==> config.mk <==
export PLATFORM = sky130hd
export DESIGN_NAME = fifo_wr_ptr_ctrl
export DESIGN_NICKNAME = d
export VERILOG_FILES = /design/src/rtl/fifo_pkg.sv /design/src/rtl/ptr_sync.sv /design/src/rtl/fifo_wr_ptr_ctrl.sv
export SDC_FILE = /design/constraint.sdc
export NUM_CORES = 1
export LEC_CHECK = 0
export CAP_MARGIN = 25
export CORE_ASPECT_RATIO = 0.75
export CORE_MARGIN = 2
export CORE_UTILIZATION = 50
export DETAILED_ROUTE_END_ITERATION = 10
export PLACE_DENSITY = 0.93
export SLEW_MARGIN = 10
export SYNTH_ARGS = -nofsm -noshare
export SYNTH_HDL_FRONTEND = slang
export SYNTH_SLANG_ARGS = --single-unit
==> constraint.sdc <==
create_clock -name W_CLK -period 5.7 [get_ports W_CLK]
set_clock_uncertainty 0.2 [all_clocks]
set_input_delay 1.14 -clock W_CLK [delete_from_list [all_inputs] [get_ports W_CLK]]
set_output_delay 1.14 -clock W_CLK [all_outputs]
set_load 0.05 [all_outputs]
==> src/rtl/fifo_pkg.sv <==
// -----------------------------------------------------------------------------
// fifo_pkg
// Shared definitions for the asynchronous FIFO pointer controllers.
//   - DEFAULT_ADDRESS_BITS / DEFAULT_SYNC_STAGES : default geometry
//   - bin2gray / gray2bin : width-agnostic code conversions. They operate on a
//     32-bit container. Callers zero-extend the input and size-cast the result
//     to their own pointer width. Both conversions are exact for any width up
//     to 32 bits, provided the unused upper bits are zero.
// Used by both the write-side and read-side controllers.
// -----------------------------------------------------------------------------
package fifo_pkg;

  localparam int DEFAULT_ADDRESS_BITS = 3;
  localparam int DEFAULT_SYNC_STAGES  = 2;

  function automatic logic [31:0] bin2gray(input logic [31:0] bin);
    return bin ^ (bin >> 1);
  endfunction

  // Each binary bit is the XOR of all Gray bits at or above its position.
  function automatic logic [31:0] gray2bin(input logic [31:0] gray);
    logic [31:0] bin;
    bin = '0;
    for (int i = 0; i < 32; i++) begin
      bin[i] = ^(gray >> i);
    end
    return bin;
  endfunction

endpackage

==> src/rtl/ptr_sync.sv <==
// -----------------------------------------------------------------------------
// ptr_sync
// Generic multi-flop bus synchroniser. It is meant for Gray-coded pointers,
// where at most one bit changes per update, so a bus-wide capture is safe.
// Ports:
//   clk_i  destination-domain clock (rising edge)
//   rst_i  asynchronous active-high reset; every stage clears to 0
//   d_i    WIDTH-bit bus from the foreign domain
//   q_o    output of the last of STAGES flops
// -----------------------------------------------------------------------------
module ptr_sync #(
  parameter int WIDTH  = 4,
  parameter int STAGES = 2
) (
  input  logic             clk_i,
  input  logic             rst_i,
  input  logic [WIDTH-1:0] d_i,
  output logic [WIDTH-1:0] q_o
);

  logic [WIDTH-1:0] sync_q [STAGES];

  always_ff @(posedge clk_i or posedge rst_i) begin
    if (rst_i) begin
      for (int i = 0; i < STAGES; i++) begin
        sync_q[i] <= '0;
      end
    end else begin
      sync_q[0] <= d_i;
      for (int i = 1; i < STAGES; i++) begin
        sync_q[i] <= sync_q[i-1];
      end
    end
  end

  assign q_o = sync_q[STAGES-1];

endmodule

==> src/rtl/fifo_wr_ptr_ctrl.sv <==
// -----------------------------------------------------------------------------
// fifo_wr_ptr_ctrl
// Write-side pointer controller for the asynchronous FIFO. It runs entirely in
// the write clock domain.
// Ports:
//   W_CLK          write clock
//   W_RST          asynchronous active-high reset
//   WINC           write request
//   W_RPTR_ASYNC   read-domain Gray pointer (unsynchronised)
//   OVF_CLR        clears W_OVERFLOW (a simultaneous set wins)
//   W_EN           memory write enable = WINC & ~W_FULL
//   W_ADDRESS      memory write address (binary pointer LSBs)
//   W_PTR          registered Gray write pointer, sent to the read side
//   W_FULL         registered full flag
//   W_ALMOST_FULL  registered, level >= ALMOST_FULL_TH
//   W_LEVEL        registered conservative fill level, 0..depth
//   W_OVERFLOW     sticky: a write was attempted while full
// -----------------------------------------------------------------------------
module fifo_wr_ptr_ctrl
  import fifo_pkg::*;
#(
  parameter int ADDRESS_BITS   = DEFAULT_ADDRESS_BITS,
  parameter int SYNC_STAGES    = DEFAULT_SYNC_STAGES,
  parameter int ALMOST_FULL_TH = 2**ADDRESS_BITS - 2
) (
  input  logic                  W_CLK,
  input  logic                  W_RST,
  input  logic                  WINC,
  input  logic [ADDRESS_BITS:0] W_RPTR_ASYNC,
  input  logic                  OVF_CLR,
  output logic                  W_EN,
  output logic [ADDRESS_BITS-1:0] W_ADDRESS,
  output logic [ADDRESS_BITS:0] W_PTR,
  output logic                  W_FULL,
  output logic                  W_ALMOST_FULL,
  output logic [ADDRESS_BITS:0] W_LEVEL,
  output logic                  W_OVERFLOW
);

  // Pointers carry one extra wrap bit beyond the address.
  localparam int PW = ADDRESS_BITS + 1;
  localparam logic [PW-1:0] AF_TH = PW'(ALMOST_FULL_TH);

  logic [PW-1:0] wbin_q, wbin_d;
  logic [PW-1:0] wgray_q, wgray_d;
  logic [PW-1:0] level_q, level_d;
  logic          full_q, full_d;
  logic          afull_q, afull_d;
  logic          ovf_q, ovf_d;

  logic [PW-1:0] rq_gray;
  logic [PW-1:0] rbin;
  logic          w_en;

  ptr_sync #(
    .WIDTH  (PW),
    .STAGES (SYNC_STAGES)
  ) u_rptr_sync (
    .clk_i (W_CLK),
    .rst_i (W_RST),
    .d_i   (W_RPTR_ASYNC),
    .q_o   (rq_gray)
  );

  assign w_en = WINC & ~full_q;

  always_comb begin
    wbin_d  = wbin_q + {{ADDRESS_BITS{1'b0}}, w_en};
    wgray_d = PW'(bin2gray(32'(wbin_d)));
    rbin    = PW'(gray2bin(32'(rq_gray)));
    // The synchronised read pointer lags the true one. The level computed
    // from it can only over-estimate occupancy, which keeps full safe.
    level_d = wbin_d - rbin;
    // Full: the pointers match in address bits but differ in wrap bit. In
    // Gray code that means the top two bits are inverted.
    full_d  = (wgray_d == {~rq_gray[PW-1:PW-2], rq_gray[PW-3:0]});
    afull_d = (level_d >= AF_TH);
    // A set and a clear at the same edge: the set takes priority.
    ovf_d   = (WINC & full_q) | (ovf_q & ~OVF_CLR);
  end

  always_ff @(posedge W_CLK or posedge W_RST) begin
    if (W_RST) begin
      wbin_q  <= '0;
      wgray_q <= '0;
      level_q <= '0;
      full_q  <= 1'b0;
      afull_q <= 1'b0;
      ovf_q   <= 1'b0;
    end else begin
      wbin_q  <= wbin_d;
      wgray_q <= wgray_d;
      level_q <= level_d;
      full_q  <= full_d;
      afull_q <= afull_d;
      ovf_q   <= ovf_d;
    end
  end

  assign W_EN          = w_en;
  assign W_ADDRESS     = wbin_q[ADDRESS_BITS-1:0];
  assign W_PTR         = wgray_q;
  assign W_FULL        = full_q;
  assign W_ALMOST_FULL = afull_q;
  assign W_LEVEL       = level_q;
  assign W_OVERFLOW    = ovf_q;

endmodule
==> flow_summary_export.csv, run 1 <==
group,metric,value,unit
routing,vias_per_cell,4.86,
worst_setup_path,setup.worst_path.end_class,"output port",
timing,maxSlewViolCount,0,
floorplanning,die_h,41.0,µm
logic_synthesis,synthCells,68,
finish,area_growth,32.8,%
worst_setup_path,path_delay_family,"buffers and inverters",
place,dp_hpwl,1.15,mm
floorplanning,io_pins,23,
floorplanning,start_util,53.0,%
logic_synthesis,yosysWarnings,0,
clocking,cts_inserted_buffers,3,
timing,tightest_slew,0.784,ns
floorplanning,fp.dieW,53.4,µm
grt,grt_pass1_wl,2.51,mm
grt,track_usage,17.6,%
floorplanning,die_area,2190,µm²
finish,final_cell_mix,"dfrtp_1 (22), clkdlybuf4s50_1 (22), inv_1 (9)",
routing,routedWlPerCell,13.3,µm
place,io_buffers,22,
grt,grt_overflow,0,
clocking,root_buffer,"clkbuf_4",
worst_setup_path,cp-startpoint,"WINC",
place,gp_congestion,0.750,
routing,drc,0,
worst_setup_path,crit_arrival,2.63,ns
timing,setup_viol,0,
routing,wl,1.55,mm
logic_synthesis,synth_seq_cells,22,
finish,nNetsFinal,109,
timing,fmax,252,MHz
grt,grt_max_degree,23,
worst_setup_path,crit_top_cell,"clkdlybuf4s50_1",
clocking,cts_tree,"built",
clocking,cts.clk_slew.worst_paths,0.12,ns
timing,final_hold_viol_count,0,
floorplanning,rows,13,
worst_setup_path,path_max_fanout,2,
grt,antenna_found_initial,0,
min_path,hp-start,"u_rptr_sync.sync_q[6]$_DFF_PP0_",
timing,fin_tns_setup,0,ns
routing,first_pass_iters,3,
timing,grt_setup_unrepaired,"false",
outcome,status,"finished, final reports clean",
logic_synthesis,ys_seq_area_share,60.2,%
routing,num_vias,564,
routing,route.antenna.remaining_nets,0,
timing,timing.final.crit_share,69.6,%
logic_synthesis,synth_nets,82,
finish,drive_gt1_share,6.38,%
clocking,clkSinkCount,22,
clocking,clockBufferDepth,2,
worst_setup_path,crit_required,4.36,ns
worst_setup_path,cp-start-kind,"input pin",
worst_setup_path,crit_type,"in2out",
clocking,clk_latency,0.30,ns
finish,num_antenna_cells,0,
run,drv_cap,0,
timing,min_period,3.97,ns
worst_setup_path,path_cells,"clkdlybuf4s50_1 > nor2b_1 > clkdlybuf4s50_1",
routing,drt_iter0_drc,3,
clocking,htree_levels,1,
clocking,post-cts-setup-buffers,0,
logic_synthesis,synth_area,915,µm²
logic_synthesis,avgSynthCellArea,13.5,µm²
min_path,hold_path.class,"reg2reg",
worst_setup_path,cp_num_buf_inv,2,
clocking,cts_hold_buf,0,
finish,nFillCells,133,
worst_setup_path,reg2reg_from,"u_rptr_sync.q_o[3]$_DFF_PP0_",
floorplanning,core-area,1720,µm²
worst_setup_path,slowest_delay,0.83,ns
grt,first_global_vias,573,
clocking,post_cts_resized,0,
logic_synthesis,netlist-cell-type-count,20,
timing,slew_headroom,47.7,%
worst_setup_path,cpMaxStageDelayCell,"clkdlybuf4s50_1",
flip-flops by register name, summed over array words and instances (netlist names):
name / count
W_ALMOST_FULL: 1
W_PTR: 3
wbin_q: 4
W_OVERFLOW: 1
W_FULL: 1
u_rptr_sync.sync_q: 4
u_rptr_sync.q_o: 4
W_LEVEL: 4
layer usage:
layer  vias to the layer above  share of wire (%)  track usage [%]
li1                        269                  -                -
met1                       275                 39             17.9
met2                        18                 54             34.3
met3                         2                5.4             6.57
met4                         0               0.84             5.77
met5                         -                  0                0
area by class of cell:
| class | instances | area [µm²] | area share, % |
|---|---|---|---|
| timing repair buffer | 22 | 220 | 18.1 |
| inverter | 9 | 33.8 | 2.78 |
| sequential | 22 | 551 | 45.3 |
| multi-input combinational | 37 | 330 | 27.2 |
| tap | 22 | 27.5 | 2.27 |
| clock buffer | 3 | 22.5 | 1.85 |
| clock inverter | 1 | 30.0 | 2.47 |
worst paths after layout:
| kind | slack, ns | endpoint | cells after the start |
|---|---|---|---|
| worst max-delay path | 1.73 | W_EN | 3 |
| worst min-delay path | 0.17 | u_rptr_sync.q_o[2]$_DFF_PP0_ | 0 |
| worst max register to register | 3.18 | W_ALMOST_FULL$_DFF_PP0_ | 8 |
| worst min register to register | 0.17 | u_rptr_sync.q_o[2]$_DFF_PP0_ | 0 |
| max in group asynchronous | 3.75 | W_LEVEL[2]$_DFF_PP0_ | 2 |
| min in group asynchronous | 1.07 | u_rptr_sync.q_o[3]$_DFF_PP0_ | 2 |
stage by stage:
stage | instances | hold slack [ns] | area [µm²] | util [%] | worst slack, ns
after floorplan | 68 | 0.131 | 915 | - | 1.98
after global placement | 112 | 0.131 | 1160 | 67.4 | 1.77
after detailed placement | 112 | 0.143 | 1160 | 67.4 | 1.74
after CTS | 116 | 0.172 | 1210 | 70.5 | 1.74
after global routing | 116 | 0.182 | 1210 | 70.5 | 1.70
final | 116 | 0.167 | 1210 | 70.5 | 1.73
kinds of logic (layout without fill, tap and decap cells):
kind of cell / Yosys count / in the layout / share of synthesized area, %
compound gates: 9 / 9 / 7.52
xor+xnor: 16 / 16 / 16.1
fa+ha+maj: 6 / 6 / 9.03
buf+inv: 9 / 35 / 3.69
flops: 22 / 22 / 60.2
simple gates: 6 / 6 / 3.42
worst register-to-register path, delay by kind of cell, from the launching register on:
kind | cells | cell delay (ns)
adder cells (fa/ha/maj) | 2 | 0.73
XOR/XNOR | 3 | 0.71
flip-flops | 1 | 0.42
AO/OA/AOI/OAI | 2 | 0.30
buffers and inverters | 1 | 0.06
cell usage after synthesis, drive strengths merged:
cell	instances	share of area, %
xor2	8	8.5
a21o	1	0.82
a211o	1	0.96
nand3	1	0.55
dfrtp	22	60
o211ai	1	1.4
a21oi	2	1.1
a22oi	1	0.82
xnor2	8	7.7
a21boi	1	0.82
inv	9	3.7
nor3	2	1.1
ha	5	6.8
nand2	1	0.41
nor2b	1	0.68
fa	1	2.2
and3	1	0.68
o21ai	1	0.55
o211a	1	1.1
Power of run 1 is left out: the tool's default activity adds up to more than one toggle a clock period on the data nets, which glitch-free logic cannot reach.
==> inputs of run 2 (changes only) <==
CORE_UTILIZATION = 47   (was 50)
PLACE_DENSITY = 0.89   (was 0.93)
clock period = 3.7 ns   (was 5.7 ns; I/O delays follow)
==> run 2 against run 1 <==
First-iteration DRC count rose by 100%. Sequential cell count did not move. Die area rose by 5.8%.
==> flow_summary_export.csv, run 2 (synthesis gave the netlist of run 1 again) <==
group,metric,value,unit
worst_setup_path,path_max_fanout,2,
clocking,clkSinkCount,22,
finish,regArea,551,µm²
worst_setup_path,crit_required,2.76,ns
grt,first_global_vias,553,
worst_setup_path,reg2reg_depth,8,
finish,area_growth,31.1,%
clocking,post-cts-setup-buffers,0,
place,dp_hpwl,1.16,mm
min_path,hold_end,"u_rptr_sync.q_o[2]$_DFF_PP0_",
finish,final_cell_mix,"dfrtp_1 (22), clkdlybuf4s50_1 (22), inv_1 (9)",
place,gp_congestion,0.780,
worst_setup_path,crit_arrival,2.25,ns
clocking,cts_hold_buf,0,
routing,vias_per_cell,4.84,
timing,fin_tns_setup,0,ns
finish,multiInputGateArea,330,µm²
timing,setup_viol,0,
clocking,cts_inserted_buffers,3,
routing,highest_layer,"met4",
floorplanning,die_h,42.2,µm
worst_setup_path,cp-start-kind,"input pin",
worst_setup_path,reg2reg_from,"u_rptr_sync.q_o[3]$_DFF_PP0_",
run,drv_cap,0,
timing,slew_headroom,47.9,%
timing,min_period,3.19,ns
routing,met3_length,81,µm
clocking,htree_levels,1,
worst_setup_path,timing.rr.end,"W_ALMOST_FULL$_DFF_PP0_",
clocking,clk_latency,0.30,ns
floorplanning,io_pins,23,
finish,nFillCells,144,
clocking,cts.clk_slew.worst_paths,0.11,ns
routing,route.antenna.remaining_nets,0,
place,io_buffers,22,
routing,num_vias,562,
timing,fmax,314,MHz
grt,grt_overflow,0,
min_path,hp-start,"u_rptr_sync.sync_q[6]$_DFF_PP0_",
floorplanning,start_util,51.1,%
timing,grt_setup_unrepaired,"false",
worst_setup_path,setup.worst_path.end_class,"output port",
clocking,post_cts_resized,0,
routing,wl_met1,641,µm
clocking,cts_tree,"built",
floorplanning,die_area,2320,µm²
finish,num_antenna_cells,0,
outcome,status,"finished, final reports clean",
timing,maxSlewViolCount,0,
floorplanning,core-area,1790,µm²
min_path,holdPathStages,0,
grt,grt_pass1_wl,2.32,mm
timing,timing.final.crit_share,86.1,%
floorplanning,rows,13,
grt,antenna_found_initial,0,
grt,track_usage,14.5,%
worst_setup_path,crit_type,"in2out",
routing,drc,0,
timing,tightest_slew,0.781,ns
floorplanning,fp.dieW,54.9,µm
routing,wl,1.44,mm
grt,grt_max_degree,23,
finish,final_util,67.0,%
min_path,hold_path.class,"reg2reg",
finish,stdcell_area,1200,µm²
routing,routedWlPerCell,12.4,µm
clocking,clockBufferDepth,2,
clocking,root_buffer,"clkbuf_4",
routing,wl_met2,696,µm
timing,final_hold_viol_count,0,
finish,drive_gt1_share,6.38,%
worst_setup_path,rrSetupSlack,1.17,ns
place,postPlaceCellArea,1160,µm²
finish,nNetsFinal,109,
routing,first_pass_iters,3,
routing,drt_iter0_drc,6,
## run 2: worst max-delay path, cell delays in order
cell and delay [ns]:
clkdlybuf4s50_1 0.49, nor2b_1 0.18, clkdlybuf4s50_1 0.83
## run 2: routing by layer
| layer | vias to the layer above | GRT usage [%] |
|---|---|---|
| met2 | 19 | 23.8 |
| met4 | 0 | 4.39 |
| met5 | - | 0 |
| met3 | 2 | 6.43 |
| li1 | 273 | - |
| met1 | 268 | 16.7 |
## run 2: how the worst max path moves through the flow
| stage | startpoint | depth (start not counted) | to | slack [ns] |
|---|---|---|---|---|
| 5_1_grt | WINC | 3 | W_EN | 0.51 |
| 4_1_cts | WINC | 3 | W_EN | 0.53 |
| 6_report | WINC | 3 | W_EN | 0.51 |
| 3_3_place_gp | WINC | 9 | W_ALMOST_FULL$_DFF_PP0_ | 0.50 |
| 3_5_place_dp | WINC | 9 | W_ALMOST_FULL$_DFF_PP0_ | 0.40 |
| 2_1_floorplan | WINC | 8 | W_ALMOST_FULL$_DFF_PP0_ | 0.38 |
## run 2: through the flow
| stage | hold WS [ns] | instances | setup slack (ns) |
|---|---|---|---|
| floorplan | 0.131 | 68 | 0.379 |
| global placement | 0.134 | 112 | 0.496 |
| detailed placement | 0.137 | 112 | 0.397 |
| CTS | 0.165 | 116 | 0.529 |
| global route | 0.170 | 116 | 0.509 |
| finish | 0.161 | 116 | 0.515 |
## run 2: final cells by class
cell class / count / area share [%]
multi-input cells: 37 / 27.6
clock buffers: 4 / 3.03
well taps: 22 / 2.30
repair buffers: 22 / 18.4
inverters: 9 / 2.82
flip-flops and latches: 22 / 45.9
Power of run 2 is left out for the same reason.
==> inputs of run 3 (changes only) <==
CORE_ASPECT_RATIO = default   (was 0.75)
CORE_UTILIZATION = 59   (was 47)
DONT_BUFFER_PORTS = 1   (was default)
PLACE_DENSITY = 0.87   (was 0.89)
==> run 3 against run 2 <==
Worst hold slack worse by 0.00085 ns. Die area is 19% lower. Register-to-register slack worse by 0.29 ns. Count of clock-buffer cells in the layout is 1 lower. Sequential cell count stayed put. Via count is 13% lower. Critical path type is now reg2reg. Largest cell class unchanged.
==> flow_summary_export.csv, run 3 (synthesis gave the netlist of run 1 again) <==
group,metric,value,unit
floorplanning,die_h,43.4,µm
clocking,cts.clk_slew.worst_paths,0.11,ns
place,dp_hpwl,937,µm
worst_setup_path,setup.worst_path.end_class,"flip-flop",
timing,worst_slack,0.881,ns
worst_setup_path,crit_type,"reg2reg",
routing,vias_per_cell,5.53,
min_path,hold_path.class,"reg2reg",
floorplanning,die_area,1880,µm²
place,dp_slack,0.839,ns
worst_setup_path,path_delay_family,"adder cells",
timing,fin_tns_setup,0,ns
clocking,cts_inserted_buffers,3,
timing,slew_headroom,49.0,%
clocking,cts_tree,"built",
worst_setup_path,crit_arrival,2.82,ns
finish,layout_commonest_cell,"dfrtp_1",
grt,first_global_vias,486,
finish,nNetsFinal,88,
floorplanning,io_pins,23,
grt,grt_max_degree,23,
timing,min_period,2.82,ns
clocking,htree_levels,1,
routing,num_vias,487,
routing,routedWlPerCell,14.6,µm
routing,wl,1.28,mm
worst_setup_path,cp_num_buf_inv,2,
floorplanning,rows,14,
grt,grt_overflow,0,
timing,fmax,355,MHz
place,io_buffers,0,
routing,drt_iter0_drc,6,
finish,area_growth,5.47,%
routing,drc,0,
timing,tightest_slew,0.765,ns
clocking,clk_latency,0.30,ns
routing,first_pass_iters,2,
worst_setup_path,slowest_delay,0.66,ns
floorplanning,core-area,1470,µm²
worst_setup_path,cp-start-kind,"flip-flop",
clocking,root_buffer,"clkbuf_4",
grt,grt_pass1_wl,2.21,mm
finish,final_cell_mix,"dfrtp_1 (22), inv_1 (9), xnor2_1 (8)",
timing,maxSlewViolCount,0,
clocking,clockBufferDepth,2,
clocking,post_cts_resized,0,
floorplanning,start_util,62.2,%
place,gp_congestion,0.775,
run,drv_cap,0,
timing,timing.final.crit_share,76.2,%
worst_setup_path,cp-startpoint,"W_FULL$_DFF_PP0_",
grt,track_usage,17.2,%
finish,num_antenna_cells,0,
worst_setup_path,cpMaxStageDelayCell,"dfrtp_1",
timing,final_hold_viol_count,0,
routing,route.antenna.remaining_nets,0,
finish,drive_gt1_share,8.33,%
clocking,cts_hold_buf,0,
worst_setup_path,path_max_fanout,6,
min_path,hp-start,"u_rptr_sync.sync_q[6]$_DFF_PP0_",
worst_setup_path,path_cells,"nor2b_1 > ha_1 > ha_1 > inv_1 > fa_1 > inv_1 > a22oi_1 > o211ai_2",
worst_setup_path,reg2reg_from,"W_FULL$_DFF_PP0_",
clocking,post-cts-setup-buffers,0,
timing,grt_setup_unrepaired,"false",
floorplanning,fp.dieW,43.4,µm
timing,setup_viol,0,
worst_setup_path,crit_required,3.70,ns
outcome,status,"finished, final reports clean",
clocking,clkSinkCount,22,
grt,antenna_found_initial,0,
run 3: cell count changes in the layout (fill, tap and decap cells not counted), sizes merged:
cell           previous run  this run
clkdlybuf4s50            22         0
buf                       0         1
clkbuf                    4         3
run 3: through the flow:
| stage | cells | util, % | cell area, µm² | hold WS, ns |
|---|---|---|---|---|
| 2_1_floorplan | 68 | - | 915 | 0.131 |
| 3_3_place_gp | 85 | 64.0 | 942 | 0.134 |
| 3_5_place_dp | 85 | 64.0 | 942 | 0.138 |
| 4_1_cts | 88 | 65.6 | 965 | 0.163 |
| 5_1_grt | 88 | 65.6 | 965 | 0.167 |
| 6_report | 88 | 65.6 | 965 | 0.160 |
run 3: worst paths after layout:
check	end	slack, ns	cells past startpoint
max in group asynchronous	u_rptr_sync.sync_q[4]$_DFF_PP0_	2.57	1
setup / recovery	W_ALMOST_FULL$_DFF_PP0_	0.88	8
min in group asynchronous	W_PTR[2]$_DFF_PP0_	0.25	1
setup reg to reg	W_ALMOST_FULL$_DFF_PP0_	0.88	8
hold / removal	u_rptr_sync.q_o[2]$_DFF_PP0_	0.16	0
hold reg to reg	u_rptr_sync.q_o[2]$_DFF_PP0_	0.16	0
run 3: per-layer routing:
metal	track usage [%]	part of all wire, %	up-vias
met3	6.67	4.3	5
li1	-	-	228
met2	27.5	51	15
met1	20.2	42	239
met4	9.09	2.4	0
met5	0	0	-
run 3: cell type report:
class | count | area (µm²)
clock buffers | 3 | 22.5
multi-input cells | 37 | 330
well taps | 16 | 20.0
fillers | 116 | 507
flip-flops and latches | 22 | 551
inverters | 9 | 33.8
repair buffers | 1 | 7.51
Power of run 3 is left out for the same reason.
